## src/rtl/cla_pipe_adder.sv

```systemverilog
`default_nettype none
// +--------------------------------------------------------------------------+
// | cla_pipe_adder                                                           |
// | Pipelined carry-lookahead add/sub; one 4-bit group resolved per stage.   |
// | Revision: 1.0                                                            |
// +--------------------------------------------------------------------------+
module cla_pipe_adder #(
  parameter int WIDTH = 16
) (
  input  logic             clk,
  input  logic             rst,
  input  logic             en,
  input  logic             in_valid,
  input  logic [WIDTH-1:0] in_a,
  input  logic [WIDTH-1:0] in_b,
  input  logic             cin,
  input  logic             sub,
  output logic             out_valid,
  output logic [WIDTH-1:0] out_sum,
  output logic             out_cout,
  output logic             out_P,
  output logic             out_G,
  output logic             out_ovf
);

  localparam int NG = WIDTH / 4;

  // Packed result: {P_grp, G_grp, carry into bit 3, carry out, sum[3:0]}
  function automatic logic [7:0] cla4(input logic [3:0] a, input logic [3:0] b, input logic c);
    logic [3:0] p;
    logic [3:0] g;
    logic [4:0] cv;
    logic       gg;
    logic       pg;
    p     = a ^ b;
    g     = a & b;
    cv[0] = c;
    cv[1] = g[0] | (p[0] & c);
    cv[2] = g[1] | (p[1] & g[0]) | (p[1] & p[0] & c);
    cv[3] = g[2] | (p[2] & g[1]) | (p[2] & p[1] & g[0]) | (p[2] & p[1] & p[0] & c);
    gg    = g[3] | (p[3] & g[2]) | (p[3] & p[2] & g[1]) | (p[3] & p[2] & p[1] & g[0]);
    pg    = &p;
    cv[4] = gg | (pg & c);
    return {pg, gg, cv[3], cv[4], p ^ cv[3:0]};
  endfunction

  logic [WIDTH-1:0] r_a   [0:NG-1];
  logic [WIDTH-1:0] r_b   [0:NG-1];
  logic             r_c   [0:NG];
  logic             r_v   [0:NG];
  logic [WIDTH-1:0] r_sum [1:NG];
  logic             r_p   [1:NG];
  logic             r_g   [1:NG];
  logic             r_cm;

  logic [7:0]       w_grp [1:NG];
  logic [WIDTH-1:0] w_sum [1:NG];
  logic             w_p   [1:NG];
  logic             w_g   [1:NG];

  generate
    for (genvar k = 1; k <= NG; k++) begin : g_group
      assign w_grp[k] = cla4(r_a[k-1][4*(k-1) +: 4], r_b[k-1][4*(k-1) +: 4], r_c[k-1]);
      if (k == 1) begin : g_first
        assign w_p[k]   = w_grp[k][7];
        assign w_g[k]   = w_grp[k][6];
        assign w_sum[k] = WIDTH'(w_grp[k][3:0]);
      end else begin : g_next
        assign w_p[k]   = r_p[k-1] & w_grp[k][7];
        assign w_g[k]   = w_grp[k][6] | (w_grp[k][7] & r_g[k-1]);
        // Bits above the processed groups are always zero in the skewed sum
        assign w_sum[k] = r_sum[k-1] | (WIDTH'(w_grp[k][3:0]) << (4*(k-1)));
      end
    end
  endgenerate

  always_ff @(posedge clk) begin
    if (rst) begin
      for (int k = 0; k < NG; k++) begin
        r_a[k] <= '0;
        r_b[k] <= '0;
      end
      for (int k = 0; k <= NG; k++) begin
        r_c[k] <= 1'b0;
        r_v[k] <= 1'b0;
      end
      for (int k = 1; k <= NG; k++) begin
        r_sum[k] <= '0;
        r_p[k]   <= 1'b0;
        r_g[k]   <= 1'b0;
      end
      r_cm <= 1'b0;
    end else if (en) begin
      r_a[0] <= in_a;
      r_b[0] <= sub ? ~in_b : in_b;
      r_c[0] <= cin ^ sub;
      r_v[0] <= in_valid;
      for (int k = 1; k < NG; k++) begin
        r_a[k]   <= r_a[k-1];
        r_b[k]   <= r_b[k-1];
        r_c[k]   <= w_grp[k][4];
        r_sum[k] <= w_sum[k];
        r_p[k]   <= w_p[k];
        r_g[k]   <= w_g[k];
        r_v[k]   <= r_v[k-1];
      end
      // Last stage doubles as the output register: it only loads real results
      r_v[NG] <= r_v[NG-1];
      if (r_v[NG-1]) begin
        r_sum[NG] <= w_sum[NG];
        r_c[NG]   <= w_grp[NG][4];
        r_p[NG]   <= w_p[NG];
        r_g[NG]   <= w_g[NG];
        r_cm      <= w_grp[NG][5];
      end
    end
  end

  assign out_valid = r_v[NG];
  assign out_sum   = r_sum[NG];
  assign out_cout  = r_c[NG];
  assign out_P     = r_p[NG];
  assign out_G     = r_g[NG];
  assign out_ovf   = r_cm ^ r_c[NG];

endmodule
`default_nettype wire

```

## config.mk

```make
export PLATFORM = sky130hd
export DESIGN_NAME = cla_pipe_adder
export DESIGN_NICKNAME = d
export VERILOG_FILES = /design/src/rtl/cla_pipe_adder.sv
export SDC_FILE = /design/constraint.sdc
export NUM_CORES = 1
export LEC_CHECK = 0
export ABC_AREA = 1
export CAP_MARGIN = 20
export CELL_PAD_IN_SITES_DETAIL_PLACEMENT = 1
export CELL_PAD_IN_SITES_GLOBAL_PLACEMENT = 2
export CORE_MARGIN = 2
export CORE_UTILIZATION = 38
export DETAILED_ROUTE_END_ITERATION = 12
export GPL_TIMING_DRIVEN = 0
export PLACE_DENSITY = 0.85
export SETUP_SLACK_MARGIN = 0.15
export SKIP_LAST_GASP = 1
export SLEW_MARGIN = 40
export SYNTH_ARGS = -nofsm -noshare
export SYNTH_HDL_FRONTEND = slang
export SYNTH_SLANG_ARGS = --single-unit
```

## constraint.sdc

```tcl
create_clock -name clk -period 4.72 [get_ports clk]
set_clock_uncertainty 0.05 [all_clocks]
set_input_delay 0.708 -clock clk [delete_from_list [all_inputs] [get_ports clk]]
set_output_delay 0.708 -clock clk [all_outputs]
set_load 0.05 [all_outputs]
```

[Word-level counts from Yosys, hierarchy flattened]
Memory sizes are Yosys's and may differ from the RTL's.
Index checks and enable logic that the tools add are counted.
Storage, ports and cells
  memory bits (writable): 210
  bits in registers: 1
  memories kept: 7
  output and inout bits: 21
Operators by class
  bitwise operators: 157
  muxes and demuxes: 40
  reduce and logical (&&, ||, !) cells: 5
Memories
  r_a: words 4, width 16, read ports 4, clocked after memory_dff 0, write ports 4, line 47  | logic [WIDTH-1:0] r_a [0:NG-1];
  r_b: words 4, width 16, read ports 4, clocked after memory_dff 0, write ports 4, line 48  | logic [WIDTH-1:0] r_b [0:NG-1];
  r_sum: words 4, width 16, read ports 4, clocked after memory_dff 0, write ports 4, line 51  | logic [WIDTH-1:0] r_sum [1:NG];
  r_c: words 5, width 1, read ports 5, clocked after memory_dff 0, write ports 5, line 49  | logic r_c [0:NG];
  r_v: words 5, width 1, read ports 5, clocked after memory_dff 0, write ports 5, line 50  | logic r_v [0:NG];
  r_g: words 4, width 1, read ports 4, clocked after memory_dff 0, write ports 4, line 53  | logic r_g [1:NG];
  1 more memories
Operators with widths (number)
  $mux W16: 13
  $or A1 B1 Y1: 73
  $and A1 B1 Y1: 66
  $xor A4 B4 Y4: 8
  $mux W1: 27
  $and A4 B4 Y4: 4
  $not A16 Y16: 1
  $or A16 B12 Y16: 1
  $or A16 B16 Y16: 1
  $or A16 B8 Y16: 1
  $reduce_and A4 Y1: 4
  $reduce_and A2 Y1: 1
  $xor A1 B1 Y1: 2

[Depth between registers and ports, before layout]
An unclocked memory read counts as a cell.
  depth in word-level cells: 9
  gate-level depth with buffers: 8
  mapped depth without buffers: 8

[Worst setup path before layout]
OpenSTA, ideal clock, no wires.
  path kind: in2reg
  start point: input port en
  end point: memory r_a[0][0] (enable)
  stages on the path: 2
  data arrival time: 3331 ps
  data required time: 4188 ps
  path buffers: 0
  slack: 856 ps
  cell sequence: inv_1 nand2_1
RTL lines
  from (decl): line 12  | input logic en,
  to (decl): line 47

==> summary.txt <==
Global routing
  – Largest net degree at the start of global routing: 44
  – Number of global-route vias before repair: 3,920
  – All-Layer GR Usage: 0.1390
  – Remaining Overflow, GRT: 0
  – Global-route wire length before repair: 18,690 µm
  – Antenna violations before repair: 0

Timing
  – Final WS setup: 2189 ps
  – Hold Fails Final Rpt: 0
  – Unrepaired setup endpoints after global routing: false
  – Rel. slew slack: 0.5173
  – Setup violators final: 0
  – Minimum clock period: 2531 ps
  – Count of final max-slew check failures: 0
  – Final period utilization: 0.5362
  – Worst slew pin tran: 722.4 ps
  – WHS: 435.3 ps
  – Max frequency: 395.1 MHz

Route
  – Drc violations: 0
  – Number of DRC markers in iteration 0: 124
  – Pre-Repair DR Iteration Count: 4
  – Drt wl/cell: 13.03 µm
  – Vias per cell: 4.292
  – Total number of vias: 3,794
  – Post-DRT Antenna Nets: 0
  – Routed wire length: 11,520 µm

Power
  – Power Internal: 2347 µW
  – Combinational group share of total power: 0.099
  – NetSw: 724.8 µW
  – Peak VDD IR: 267.6 µV
  – Switching Share: 0.2359
  – Static leakage: 0.003287 µW
  – Seq pwr share: 0.481
  – Power density over the cells: 394.7 nW/µm²
  – Clock power share: 0.420

Placement
  – GPL Wtd Cong: 0.7665
  – Port Buffer Count: 57
  – HPWL after DPL: 8244 µm
  – Pre-CTS setup slack: 2068 ps

Synth
  – Top cell type's share of synthesized area: 0.6565
  – Area of the mapped netlist: 6312 µm²
  – Avg Inst Size Synth: 11.02 µm²
  – YS warnings: 0
  – Synth async-reset ratio: 0
  – Mapped Cells: 573
  – Top post-synthesis cells by area: edfxtp_1 66%, nor2_1 8.7%, inv_1 7.6%
  – Yosys reg bits: 139
  – Post-synth EDFFs: 138
  – Top_reg_cell synth: edfxtp_1
  – Syn Nets: 631
  – Synth area leader: edfxtp_1
  – Register area share after synthesis: 0.6597
  – Number of library cell types mapped by synthesis: 21

Cells and area
  – Area growth syn-to-layout: 23.29%
  – Layout net count: 709
  – Fillers: 1,769
  – Fin util: 0.4743
  – Share of cells above drive strength 1: 0.1039
  – Diodes inserted: 0

Die
  – IO Count: 59
  – Initial Util: 0.3847
  – Core area: 16,410 µm²
  – Die extent in x: 132.9 µm
  – Die height: 132.9 µm
  – Rows: 47
  – Die area: 17,660 µm²

Clock tree
  – CTS Buffer Depth: 2
  – Root buf cell: clkbuf_16
  – Post-CTS Setup Repair Bufs: 0
  – CTS tree: done
  – Hold_buf cts: 0
  – CTS Buf Count: 17
  – Post-CTS sizing: 0
  – CTS H-tree depth: 4
  – Worst-path clk slew: 60 ps
  – Worst skew pair latency: 420 ps
  – Clock sink total: 139

Worst setup path
  – CP endpoint kind: primary output
  – CP startpoint: r_c[0][4]
  – Setup Crit Path Kind: flip-flop to primary output
  – Worst Setup Start Kind: flip-flop
  – CP Max Fanout: 2
  – Worst path required time: 3960 ps
  – Worst path arrival time: 1770 ps
  – Worst flop-to-flop path startpoint: r_a[3][13]

Outcome
  – Status: completed

Worst hold path
  – Hold Crit Start: r_cm
  – Min-delay worst type: flip-flop to flip-flop

Flow run
  – Maxcap violations: 0
[worst paths after layout]
path	end	cells past startpoint	slack, ps
worst max-delay path	out_ovf	2	2190
worst min-delay path	r_cm	2	440
worst max register to register	r_c[0][4]	7	2980
worst min register to register	r_cm	2	440
[power by group through the flow]
stage               Clock (µW)  Combinational (µW)  Sequential (µW)
floorplan                    0                 197             1500
global placement             0                 288             1510
detailed placement           0                 307             1500
CTS                       1330                 310             1480
global route              1370                 340             1490
finish                    1290                 304             1480
[layout by cell type, fill, tap and decap left out, types with 2 or more instances in the layout]
master / n
buf_2: 3
fa_1: 4
inv_1: 127
o21ai_0: 3
clkdlybuf4s50_1: 57
bufinv_16: 2
buf_12: 2
clkinv_4: 3
clkinvlp_4: 5
edfxtp_1: 138
xnor2_1: 17
buf_6: 11
clkbuf_16: 17
a21oi_1: 17
nand3_1: 10
nor2_1: 146
buf_4: 17
xor2_1: 5
ha_1: 16
nand2_1: 51
clkinv_2: 3
[through the flow]
stage | area, µm² | instances | total power, µW | setup TNS, ps
after floorplan | 6312 | 573 | 1702 | 0
after global placement | 7158 | 850 | 1795 | -75480
after detailed placement | 7206 | 852 | 1811 | 0
after CTS | 7782 | 884 | 3116 | 0
after global routing | 7782 | 884 | 3191 | 0
final | 7782 | 884 | 3072 | 0
[metal layers]
metal	wire length, µm	global-route usage	part of all wire
met5	0	0	0
met4	282	0.07228	0.024
met2	6084	0.2530	0.53
met1	4695	0.1481	0.41
met3	456	0.03525	0.040
[registers in the layout (all words and copies together) (netlist names)]
signal / cells
r_a: 40
r_b: 40
r_sum: 40
r_c: 5
r_v: 5
r_g: 4
r_p: 4
r_cm: 1
[cell usage after synthesis, types with 3 or more instances]
cell	n
a21oi_1	17
buf_2	3
buf_4	17
buf_6	11
edfxtp_1	138
fa_1	4
ha_1	16
inv_1	127
nand2_1	52
nand3_1	10
nor2_1	146
o21ai_0	3
xnor2_1	17
xor2_1	5
[logic make-up after synthesis]
| kind of cell | count (synthesis) | share of synthesized area |
|---|---|---|
| flops | 139 | 0.6597 |
| xor+xnor | 22 | 0.03052 |
| fa+ha+maj | 20 | 0.04440 |
| buf+inv | 159 | 0.1183 |
| simple gates | 213 | 0.1312 |
| compound gates | 20 | 0.01586 |
[critical path, cell delays in order (launching register included)]
cell             delay [ps]
edfxtp_1                400
xor2_1                  140
clkdlybuf4s50_1         810
[layout make-up]
class / count / area (µm²) / area share
Buffer: 31 / 266.5 / 0.03424
Clock buffer: 17 / 425.4 / 0.05466
Clock inverter: 15 / 151.4 / 0.01945
Inverter: 128 / 480.5 / 0.06174
Multi-Input combinational cell: 275 / 1409 / 0.1810
Sequential cell: 139 / 4164 / 0.5350
Tap cell: 220 / 275.3 / 0.03537
Timing Repair Buffer: 59 / 610.6 / 0.07846
No activity file was read; power rests on OpenSTA's default activity.
